$ cat src/rtl/instruction_issue_unit.sv
// Instruction issue front end: loadable program store, PC stepping, valid/ready issue and PC-relative redirects.
// Optional ISSUE_ILLEGAL_OPCODE_EN replaces opcodes above 5'b10110 with NOP and adds illegal_seen.
module instruction_issue_unit #(
  parameter int DEPTH  = 32,
  parameter int ADDR_W = 5,
  parameter int CNT_W  = 16
) (
  input  logic              clk,
  input  logic              rst_n,
  input  logic              load_we,
  input  logic [ADDR_W-1:0] load_addr,
  input  logic [31:0]       load_data,
  input  logic              start,
  output logic              instr_valid,
  input  logic              instr_ready,
  output logic [31:0]       instr_out,
  output logic [ADDR_W-1:0] instr_pc,
  input  logic              redirect_valid,
  input  logic [26:0]       redirect_offset,
  output logic              busy,
`ifdef ISSUE_ILLEGAL_OPCODE_EN
  output logic              illegal_seen,
`endif
  output logic              halted,
  output logic [CNT_W-1:0]  issued_count
);

  typedef enum logic [1:0] {S_IDLE, S_FETCH, S_ISSUE, S_HALT} state_t;
  localparam logic [4:0] OP_HALT = 5'b00001;

  state_t            state, state_nxt;
  logic [ADDR_W-1:0] pc, last_pc, redirect_base, redirect_pc;
  logic [31:0]       store [DEPTH];
  logic [31:0]       fetch_word;
  logic              stopped, accept, redirect, halt_op, illegal_op;
  logic              unused_offset_bits;

  assign stopped     = (state == S_IDLE) || (state == S_HALT);
  assign busy        = (state == S_FETCH) || (state == S_ISSUE);
  assign halted      = (state == S_HALT);
  assign instr_valid = (state == S_ISSUE);
  assign accept      = instr_valid & instr_ready;
  assign redirect    = redirect_valid & busy;
  assign halt_op     = (instr_out[31:27] == OP_HALT);

  // A redirect coinciding with acceptance is relative to the instruction just handed over.
  assign redirect_base      = accept ? instr_pc : last_pc;
  assign redirect_pc        = redirect_base + redirect_offset[ADDR_W-1:0];
  assign unused_offset_bits = ^redirect_offset[26:ADDR_W];

`ifdef ISSUE_ILLEGAL_OPCODE_EN
  assign illegal_op = (store[pc][31:27] > 5'b10110);
  assign fetch_word = illegal_op ? 32'h0 : store[pc];
`else
  assign illegal_op = 1'b0;
  assign fetch_word = store[pc];
`endif

  // NOTE: the program store has no reset so it maps onto plain RAM; only control state is reset.
  always_ff @(posedge clk) begin
    if (load_we && stopped) store[load_addr] <= load_data;
  end

  always_ff @(posedge clk or negedge rst_n) begin
    if (!rst_n) state <= S_IDLE;
    else        state <= state_nxt;
  end

  // NOTE: next state defaults to the current state first so no path can infer a latch.
  always_comb begin
    state_nxt = state;
    case (state)
      S_IDLE, S_HALT: if (start) state_nxt = S_FETCH;
      S_FETCH:        state_nxt = redirect ? S_FETCH : S_ISSUE;
      S_ISSUE: begin
        if (redirect)    state_nxt = S_FETCH;
        else if (accept) state_nxt = halt_op ? S_HALT : S_FETCH;
      end
      default:        state_nxt = S_IDLE;
    endcase
  end

  always_ff @(posedge clk or negedge rst_n) begin
    if (!rst_n) begin
      pc           <= '0;
      last_pc      <= '0;
      instr_out    <= '0;
      instr_pc     <= '0;
      issued_count <= '0;
`ifdef ISSUE_ILLEGAL_OPCODE_EN
      illegal_seen <= 1'b0;
`endif
    end else begin
      if (stopped && start) begin
        pc           <= '0;
        issued_count <= '0;
`ifdef ISSUE_ILLEGAL_OPCODE_EN
        illegal_seen <= 1'b0;
`endif
      end
      if (accept) begin
        last_pc <= instr_pc;
        if (issued_count != '1) issued_count <= issued_count + CNT_W'(1);
      end
      if (redirect)                pc <= redirect_pc;
      else if (accept && !halt_op) pc <= instr_pc + ADDR_W'(1);
      // A fetch overtaken by a redirect is dropped; the refetch follows next cycle.
      if (state == S_FETCH && !redirect) begin
        instr_out <= fetch_word;
        instr_pc  <= pc;
`ifdef ISSUE_ILLEGAL_OPCODE_EN
        if (illegal_op) illegal_seen <= 1'b1;
`endif
      end
    end
  end

endmodule
$ cat config.mk
export PLATFORM = sky130hd
export DESIGN_NAME = instruction_issue_unit
export DESIGN_NICKNAME = d
export VERILOG_FILES = /design/src/rtl/instruction_issue_unit.sv
export SDC_FILE = /design/constraint.sdc
export NUM_CORES = 1
export LEC_CHECK = 0
export CAP_MARGIN = 15
export CORE_AREA = 2 2 261 263
export CTS_CLUSTER_DIAMETER = 60
export DETAILED_ROUTE_END_ITERATION = 7
export DIE_AREA = 0 0 263 265
export PLACE_DENSITY = 0.88
export SLEW_MARGIN = 10
export SYNTH_ARGS = -nofsm -noshare
export SYNTH_HDL_FRONTEND = slang
export SYNTH_SLANG_ARGS = --single-unit
$ cat constraint.sdc
create_clock -name clk -period 10.1 [get_ports clk]
set_input_delay 2.525 -clock clk [delete_from_list [all_inputs] [get_ports clk]]
set_output_delay 2.525 -clock clk [all_outputs]
set_load 0.05 [all_outputs]
# Word-level counts from Yosys, hierarchy flattened
# Memories as Yosys holds them, arrays and structs flattened. A register that Yosys moved wholly into a read port is not among the register bits.
# Cells that the tools add are included.
[totals] register_bits=33 latch_bits=0 mem_count=1 word_cells=46 ramBits=1024 romBits=0 output_inout_bits=56 in_bits=70
[op_classes] eq_ne=7 addsub=3 bitwise_logic=2 div_mod_pow=0 mul=0 n_shift=0 reduce_logical=13 n_mux=15 order_cmp=0
[memory_table] name="store" words=32 word_bits=32 rd=1 rd_clocked_by_memory_dff=1 wr=1 line="33" text="logic [31:0] store [DEPTH];"
[op_table] operator="2-to-1 mux 16 bit" n=3
[op_table] operator="2-to-1 mux 5 bit" n=4
[op_table] operator="adder 16 x 1 -> 16 bit, second input constant" n=1
[op_table] operator="inequality test 16 bit, second input constant" n=1
[op_table] operator="2-to-1 mux 2 bit" n=5
[op_table] operator="case mux 2 bit (3 select lines)" n=1
[op_table] operator="adder 5 x 1 -> 5 bit, second input constant" n=1
[op_table] operator="adder 5 bit" n=1
[op_table] operator="== test 5 x 1 -> 1 bit, second input constant" n=1
[op_table] operator="== test 2 bit, second input constant" n=2
[op_table] operator="logical AND 1 bit" n=4
[op_table] operator="zero test 1 bit" n=3
[op_table] operator="inequality test 3 x 1 -> 1 bit, second input constant" n=1
[op_table] operator="nonzero test 3 bit" n=1
[op_table] operator="bitwise AND 1 bit" n=2
[op_table] operator="== test 2 x 1 -> 1 bit, second input constant" n=1
[op_table] operator="zero test 2 bit" n=1
[op_table] operator="logical OR 1 bit" n=2
[op_table] operator="2-to-1 mux 1 bit" n=2
[op_table] operator="inequality test 2 bit, second input constant" n=1
[op_table] operator="AND reduction 2 bit" n=1
[op_table] operator="OR reduction 2 bit" n=1

# Logic depth before layout (Yosys ltp)
# Gate-level depths: netlist (run 1).
[depth] depth_word=6 ltp_mapped=11 ltp_nobuf=10

# Least setup slack after synthesis (run 1)
# OpenSTA, ideal clock, no wires.
[synth_timing] kind="input to register" from="in load_we" to="mem store[12][0] (enable)" n_path_buf=1 required_ps=9679 stages=4 setup_ps=421 t_arrival_ps=4444 slack_ps=5235 cell_sequence="nand2_1 or3_1 clkbuf_1 nor2_1"
[synth_via] elab_chain_cells=3
[synth_lines] item="from (decl)" line="10" text="input logic load_we,"
[synth_lines] item="logical AND 1 bit" line="61" text="if (load_we && stopped) store[load_addr] <= load_data;"
[synth_lines] item="2-to-1 mux 1 bit" line="61"
[synth_lines] item="2-to-1 mux 1 bit (not written as such)" line="61"
[synth_lines] item="to (decl)" line="33"
# Every way passes these cells.

# Worst setup path after layout (run 1)
[layout_timing] from="reg state[0]" to="out busy"
[layout_via] elab_chain_cells=2 word_cells_on_any_way=3 cone_classes="eq/ne: 2; reduce/logical: 1"
[layout_lines] item="from (decl)" line="31" text="state_t state, state_nxt;"
[layout_lines] item="from (signal assigned)" line="66" text="else state <= state_nxt;"
[layout_lines] item="== test 2 x 1 -> 1 bit / == test 2 bit (equally long branches)" line="39" text="assign busy = (state == S_FETCH) || (state == S_ISSUE);"
[layout_lines] item="logical OR 1 bit *" line="39"
[layout_lines] item="to (decl)" line="20" text="output logic busy,"
# Every way passes the cells marked *; elsewhere a longest branch is shown, timed or not.

==> key figures, run 1 <==
Status
  • Run status: finished clean

Timing
  • Fin worst setup slack: 5.04 ns
  • # setup viols final: 0
  • Final Max Slew Viols: 0
  • Tmin final: 5.06 ns
  • Final hold vios: 0
  • Clk_skew: between 0.03 and 0.04 ns
  • TNS Setup: 0 ns
  • Worst Max-Slew Pin Slew: about 1.3 ns
  • RSZ-0062 raised after global routing: false
  • FMAX: 0.198 GHz
  • Slew headroom: 13.9%
  • Tcrit/Tclk final: roughly half

Global route
  • Number of global-route vias before repair: 24525
  • Total global routing overflow: 0
  • Initial antenna violation count: 1
  • First-pass GRT wire length: 160000 um
  • Total GRT Usage: 31.3%
  • Largest net degree at the start of global routing: around 150

Critical path
  • Worst Setup EP: busy
  • R2r endpoint: instr_out[8]
  • CP Data Required Time: 7.58 ns
  • Crit path kind: reg -> out
  • Register-to-Register Setup Slack: 5.94 ns
  • CP most frequent cell: inv_1
  • Crit-path cells: inv_1, ha_1, inv_1, clkdlybuf4s50_1
  • Critical Path AT: ~2.5 ns
  • R2R Path Start: pc[3]
  • CP peak stage delay: 0.80 ns
  • CP max stage cell: clkdlybuf4s50_1
  • Worst R2R Path Depth: 7
  • Maximum fanout along the worst path: 9
  • Worst Setup SP: state[0]
  • CP startpoint kind: flop
  • Nature of the critical path endpoint: output pin

Synth
  • Top_reg_cell synth: edfxtp_1
  • Top post-synthesis cells by area: edfxtp_1 71%, mux2i_1 12%, dfrtp_1 3.8%
  • Share of the synthesized area in the top cell type: a little under three quarters
  • Syn_area_per_cell: 18.3 um2
  • Leading area contributor after synthesis: edfxtp_1
  • Post-synth ARST share: 5.97%
  • FF+latch count, synth: 1089
  • Netlist cell types: 57
  • Synth warnings: 0
  • Post-Syn Area: between 0.04 and 0.05 mm2
  • Post-synthesis sequential area ratio: 75.0%
  • Syn nets: 2442
  • EDFF count, synth: 1024
  • Post-Syn Instances: 2361

Clock network
  • Total CTS buffers: 100
  • # hold bufs at CTS: 0
  • CTS sink cnt: roughly 1100
  • Clk Latency, worst-skew pair: 0.69 ns
  • CTS HTree Levels: 3
  • Worst-path clk slew: 0.06 ns
  • # Post-CTS Setup Buffers: 0
  • CTS root buffer: clkbuf_16
  • Post-CTS sizing: 0
  • CTS tree: done
  • CTS Buffer Depth: 3

Floorplanning
  • Placeable Area: about 0.067 mm2
  • # rows: 95
  • # IOs: 126
  • Die Height: 265 um
  • Die X: 263 um
  • Die footprint: between 0.06 and 0.07 mm2
  • Initial Util: 64.6%

Final layout
  • Fillers: 3545
  • Area Overhead vs Synth: 12.7%
  • Most frequent cells in the layout: 1024 x edfxtp_1, 512 x mux2i_1, 128 x a22oi_1
  • Most common cell after layout, fill and taps aside: edfxtp_1
  • Share of cells above drive strength 1: around 13%
  • NumNets Final: 2552

Route
  • Drt total wl: between 100000 and 150000 um
  • Wire length per cell: 32.0 um
  • DRC Markers: 0
  • Vias after detailed routing: about 24000
  • Initial DRC Count: 3677
  • Post-DR vias/cell: 7.07
  • DRT Pass-1 Iters: 5
  • Final ANT Viol Nets: 0

Run
  • Max-Cap Viols: 0

Pwr
  • Maximum vdd drop: 297 uV
  • Power Density: 267 mW/mm2
  • Pleak: 16.2 nW

Placement
  • Port bufs: 103
  • Detailed Place HPWL: 52400 um
  • Dpl ws: approximately 4.5 ns
  • Gpl congestion: between 0.8 and 0.9

Min path
  • Hold/Removal Path Class: reg -> reg
[final cells by class]
class                      count  area (um2)  area share (%)
multi-input combinational   1124       10200            21.0
timing repair buffer         150        1540            3.16
inverter                       6        22.5          0.0463
tap                          873        1090            2.25
antenna                        3        7.51          0.0154
clock inverter                42         503            1.03
clock buffer                 145        2860            5.88
sequential                  1089       32400            66.6
[cell usage after synthesis (5+ instances only)]
library cell	n
buf_4	36
o22ai_1	33
a22oi_1	128
edfxtp_1	1024
a22o_1	64
and3_1	5
o211ai_1	5
xnor2_1	6
buf_2	13
nor3_1	5
clkbuf_1	60
o41ai_2	32
nand2_1	50
a221oi_2	49
a211o_1	5
o21ai_0	10
buf_1	11
nand3_1	15
nor2_1	47
buf_6	14
clkbuf_4	8
mux2_2	11
a221oi_1	15
ha_1	10
mux2i_1	512
dfrtp_1	65
inv_1	6
a21oi_1	71
[sequential cells by signal (all words and copies together) (netlist names)]
| name | cells |
|---|---|
| instr_out | 32 |
| instr_pc | 5 |
| issued_count | 16 |
| last_pc | 5 |
| pc | 5 |
| state | 2 |
| store | 1024 |
[cells by family (layout without fill, tap and decap cells)]
kind of cell	count (synthesis)	after routing	synth area share, %
AND/OR/NAND/NOR	150	150	1.63
buffers and inverters	148	343	1.95
other	0	3	0
AO/OA/AOI/OAI	429	429	8.69
multiplexers	523	523	12.2
flip-flops	1089	1089	75.0
XOR/XNOR	11	11	0.258
adder cells (fa/ha/maj)	11	11	0.336
[worst min path at each step]
stage             startpoint            end  depth (start not counted)
6_report          last_pc[0]     last_pc[0]                          1
5_1_grt        instr_out[17]  instr_out[17]                          2
4_1_cts           last_pc[0]     last_pc[0]                          1
3_5_place_dp   instr_out[19]  instr_out[19]                          2
3_3_place_gp      last_pc[0]     last_pc[0]                          1
2_1_floorplan     last_pc[0]     last_pc[0]                          1
[critical path, delay by kind of cell (launching register included)]
kind,cells,cell delay (ns)
DFF,1,0.40
adders and majority gates,1,0.46
buffers and inverters,3,1.01
[power breakdown]
part	internal (mW)	switching, mW
Sequential	5.11	0.179
Clock	2.19	1.67
Combinational	1.40	2.44
[per-layer routing]
| metal | up-vias | share of wire, % | GRT usage (%) |
|---|---|---|---|
| met5 | - | 0 | 0 |
| li1 | 9818 | - | - |
| met1 | 12236 | 35 | 39.7 |
| met3 | 333 | 11 | 7.25 |
| met2 | 1868 | 50 | 51.9 |
| met4 | 0 | 4.4 | 14.8 |
[through the flow]
stage / utilization [%] / cell area (um2) / total power, mW / hold WS (ns) / cells
after floorplan: - / 43200 / 8.04 / 0.473 / 2361
after global placement: 67.5 / 45100 / 8.87 / 0.483 / 3235
after detailed placement: 67.6 / 45200 / 9.02 / 0.491 / 3237
after CTS: 72.6 / 48500 / 12.9 / 0.511 / 3424
after global routing: 72.8 / 48600 / 13.3 / 0.537 / 3430
final: 72.8 / 48600 / 13.0 / 0.509 / 3432
Note: power is estimated with default switching activity, not from simulation.
==> run 2: changes to the inputs <==
--- a/config.mk
+++ b/config.mk
@@ -6,11 +6,11 @@
 export NUM_CORES = 1
 export LEC_CHECK = 0
 export CAP_MARGIN = 15
-export CORE_AREA = 2 2 261 263
+export CORE_AREA = 2 2 270 272
 export CTS_CLUSTER_DIAMETER = 60
 export DETAILED_ROUTE_END_ITERATION = 7
-export DIE_AREA = 0 0 263 265
-export PLACE_DENSITY = 0.88
+export DIE_AREA = 0 0 272 274
+export PLACE_DENSITY = 0.83
 export SLEW_MARGIN = 10
 export SYNTH_ARGS = -nofsm -noshare
 export SYNTH_HDL_FRONTEND = slang
==> constraint.sdc (replaced) <==
create_clock -name clk -period 5.3 [get_ports clk]
set_input_delay 1.325 -clock clk [delete_from_list [all_inputs] [get_ports clk]]
set_output_delay 1.325 -clock clk [all_outputs]
set_load 0.05 [all_outputs]
==> key figures, run 2 (same netlist as run 1, synthesis figures left out) <==
Final layout
  • Final non-filler cell area: roughly 0.049 mm2
  • Most flops, register: store
  • Fillers: 4300
  • Share of cells above drive strength 1: ~14%
  • Most frequent cells in the layout: 1024 x edfxtp_1, 512 x mux2i_1, 128 x a22oi_1
  • Max FFs per register: 1024
  • Biggest regs: store (1024), instr_out (32), issued_count (16)
  • Most common cell after layout, fill and taps aside: edfxtp_1
  • NumNets Final: approximately 2600
  • Area Overhead vs Synth: 13.7%
  • Final std cells w/o fill: 3540

Timing
  • Tmin final: approximately 3.8 ns
  • Clk_skew: 0.0208 ns
  • RSZ-0062 raised after global routing: false
  • Worst Max-Slew Pin Slew: 1.26 ns
  • # setup viols final: 0
  • Hold slack: 0.496 ns
  • Tcrit/Tclk final: 71.8%
  • FMAX: roughly 0.26 GHz
  • TNS Setup: 0 ns
  • Slew headroom: 16.0%
  • Final hold vios: 0
  • Final Max Slew Viols: 0

Floorplanning
  • # rows: between 90 and 100
  • # IOs: 126
  • Die footprint: 0.0745 mm2
  • Die Height: 274 um
  • Placeable Area: approximately 0.072 mm2
  • Die X: 272 um
  • Initial Util: 60.0%

Route
  • DRC Markers: 0
  • Wire length per cell: 29.1 um
  • Final ANT Viol Nets: 0
  • DRT Pass-1 Iters: 6
  • Initial DRC Count: between 2000 and 3000
  • Post-DR vias/cell: 6.62
  • Drt total wl: 103000 um
  • Vias after detailed routing: roughly 23000

Global route
  • First-pass GRT wire length: 150000 um
  • Initial antenna violation count: 1
  • Total GRT Usage: between 20% and 30%
  • Largest net degree at the start of global routing: 129
  • Number of global-route vias before repair: 23762
  • Total global routing overflow: 0

Clock network
  • Total CTS buffers: around 100
  • Clk Latency, worst-skew pair: 0.67 ns
  • Worst-path clk slew: 0.07 ns
  • CTS sink cnt: 1089
  • CTS HTree Levels: 3
  • # Post-CTS Setup Buffers: 0
  • CTS root buffer: clkbuf_16
  • CTS tree: done
  • # hold bufs at CTS: 0
  • CTS Buffer Depth: 3
  • Post-CTS sizing: 0

Critical path
  • Maximum fanout along the worst path: 9
  • Crit path kind: reg -> out
  • Critical Path AT: ~2.5 ns
  • CP startpoint kind: flop
  • Nature of the critical path endpoint: output pin
  • CP Data Required Time: just under 4 ns

Min path
  • Hold/Removal Path Class: reg -> reg

Pwr
  • Pleak: 16.4 nW
  • Maximum vdd drop: around 620 uV
  • Power Density: about 500 mW/mm2
  • Final Power: between 20 and 25 mW

Placement
  • Detailed Place HPWL: 53500 um
  • Port bufs: between 100 and 150
  • Dpl cell area: 0.0456 mm2
  • Placed Instances: 3341
  • Gpl congestion: between 0.8 and 0.9

Status
  • Run status: finished clean

Run
  • Max-Cap Viols: 0
==> run 2: final timing paths <==
kind / startpoint / to / slack [ns] / cells after the start
setup / recovery: state[0] / busy / 1.49 / 4
hold / removal: instr_out[0] / instr_out[0] / 0.50 / 2
setup reg to reg: state[0] / store[1][27] / 2.00 / 7
hold reg to reg: instr_out[0] / instr_out[0] / 0.50 / 2
max in group asynchronous: rst_n / pc[0] / 3.66 / 1
min in group asynchronous: rst_n / issued_count[11] / 0.85 / 1
==> run 2: power by group <==
part | internal, mW | switching (mW) | leakage, nW
clock | 4.16 | 3.09 | 1.65
sequential | 9.73 | 0.346 | 10.0
combinational | 2.72 | 4.49 | 4.72
total | 16.6 | 7.93 | 16.4
==> run 2: routing by layer <==
| layer | up-vias | track usage [%] | share of wire [%] |
|---|---|---|---|
| met2 | 1378 | 45.2 | 49 |
| met1 | 11973 | 36.3 | 38 |
| met3 | 235 | 6.11 | 9.7 |
| met5 | - | 0 | 0 |
| li1 | 9855 | - | - |
| met4 | 0 | 9.37 | 3.3 |
==> run 2: worst max-delay path, stage by stage, from the launching register on <==
cell	delay, ns
dfrtp_1	0.39
inv_1	0.08
ha_1	0.43
inv_1	0.12
clkdlybuf4s50_1	0.80
==> run 2: layout make-up <==
cell class	instances	area [um2]	area share (%)
clock buffers	134	2800	5.70
diodes	1	2.50	0.00510
clock inverters	57	566	1.15
flip-flops and latches	1089	32400	66.0
repair buffers	170	1870	3.81
inverters	6	22.5	0.0459
well taps	959	1200	2.44
multi-input cells	1124	10200	20.9
==> run 2: metrics by stage <==
step	setup slack, ns	util, %
after floorplan	1.64	-
after global placement	1.14	63.3
after detailed placement	1.14	63.3
after CTS	1.48	68.0
after global routing	1.41	68.2
final	1.49	68.2
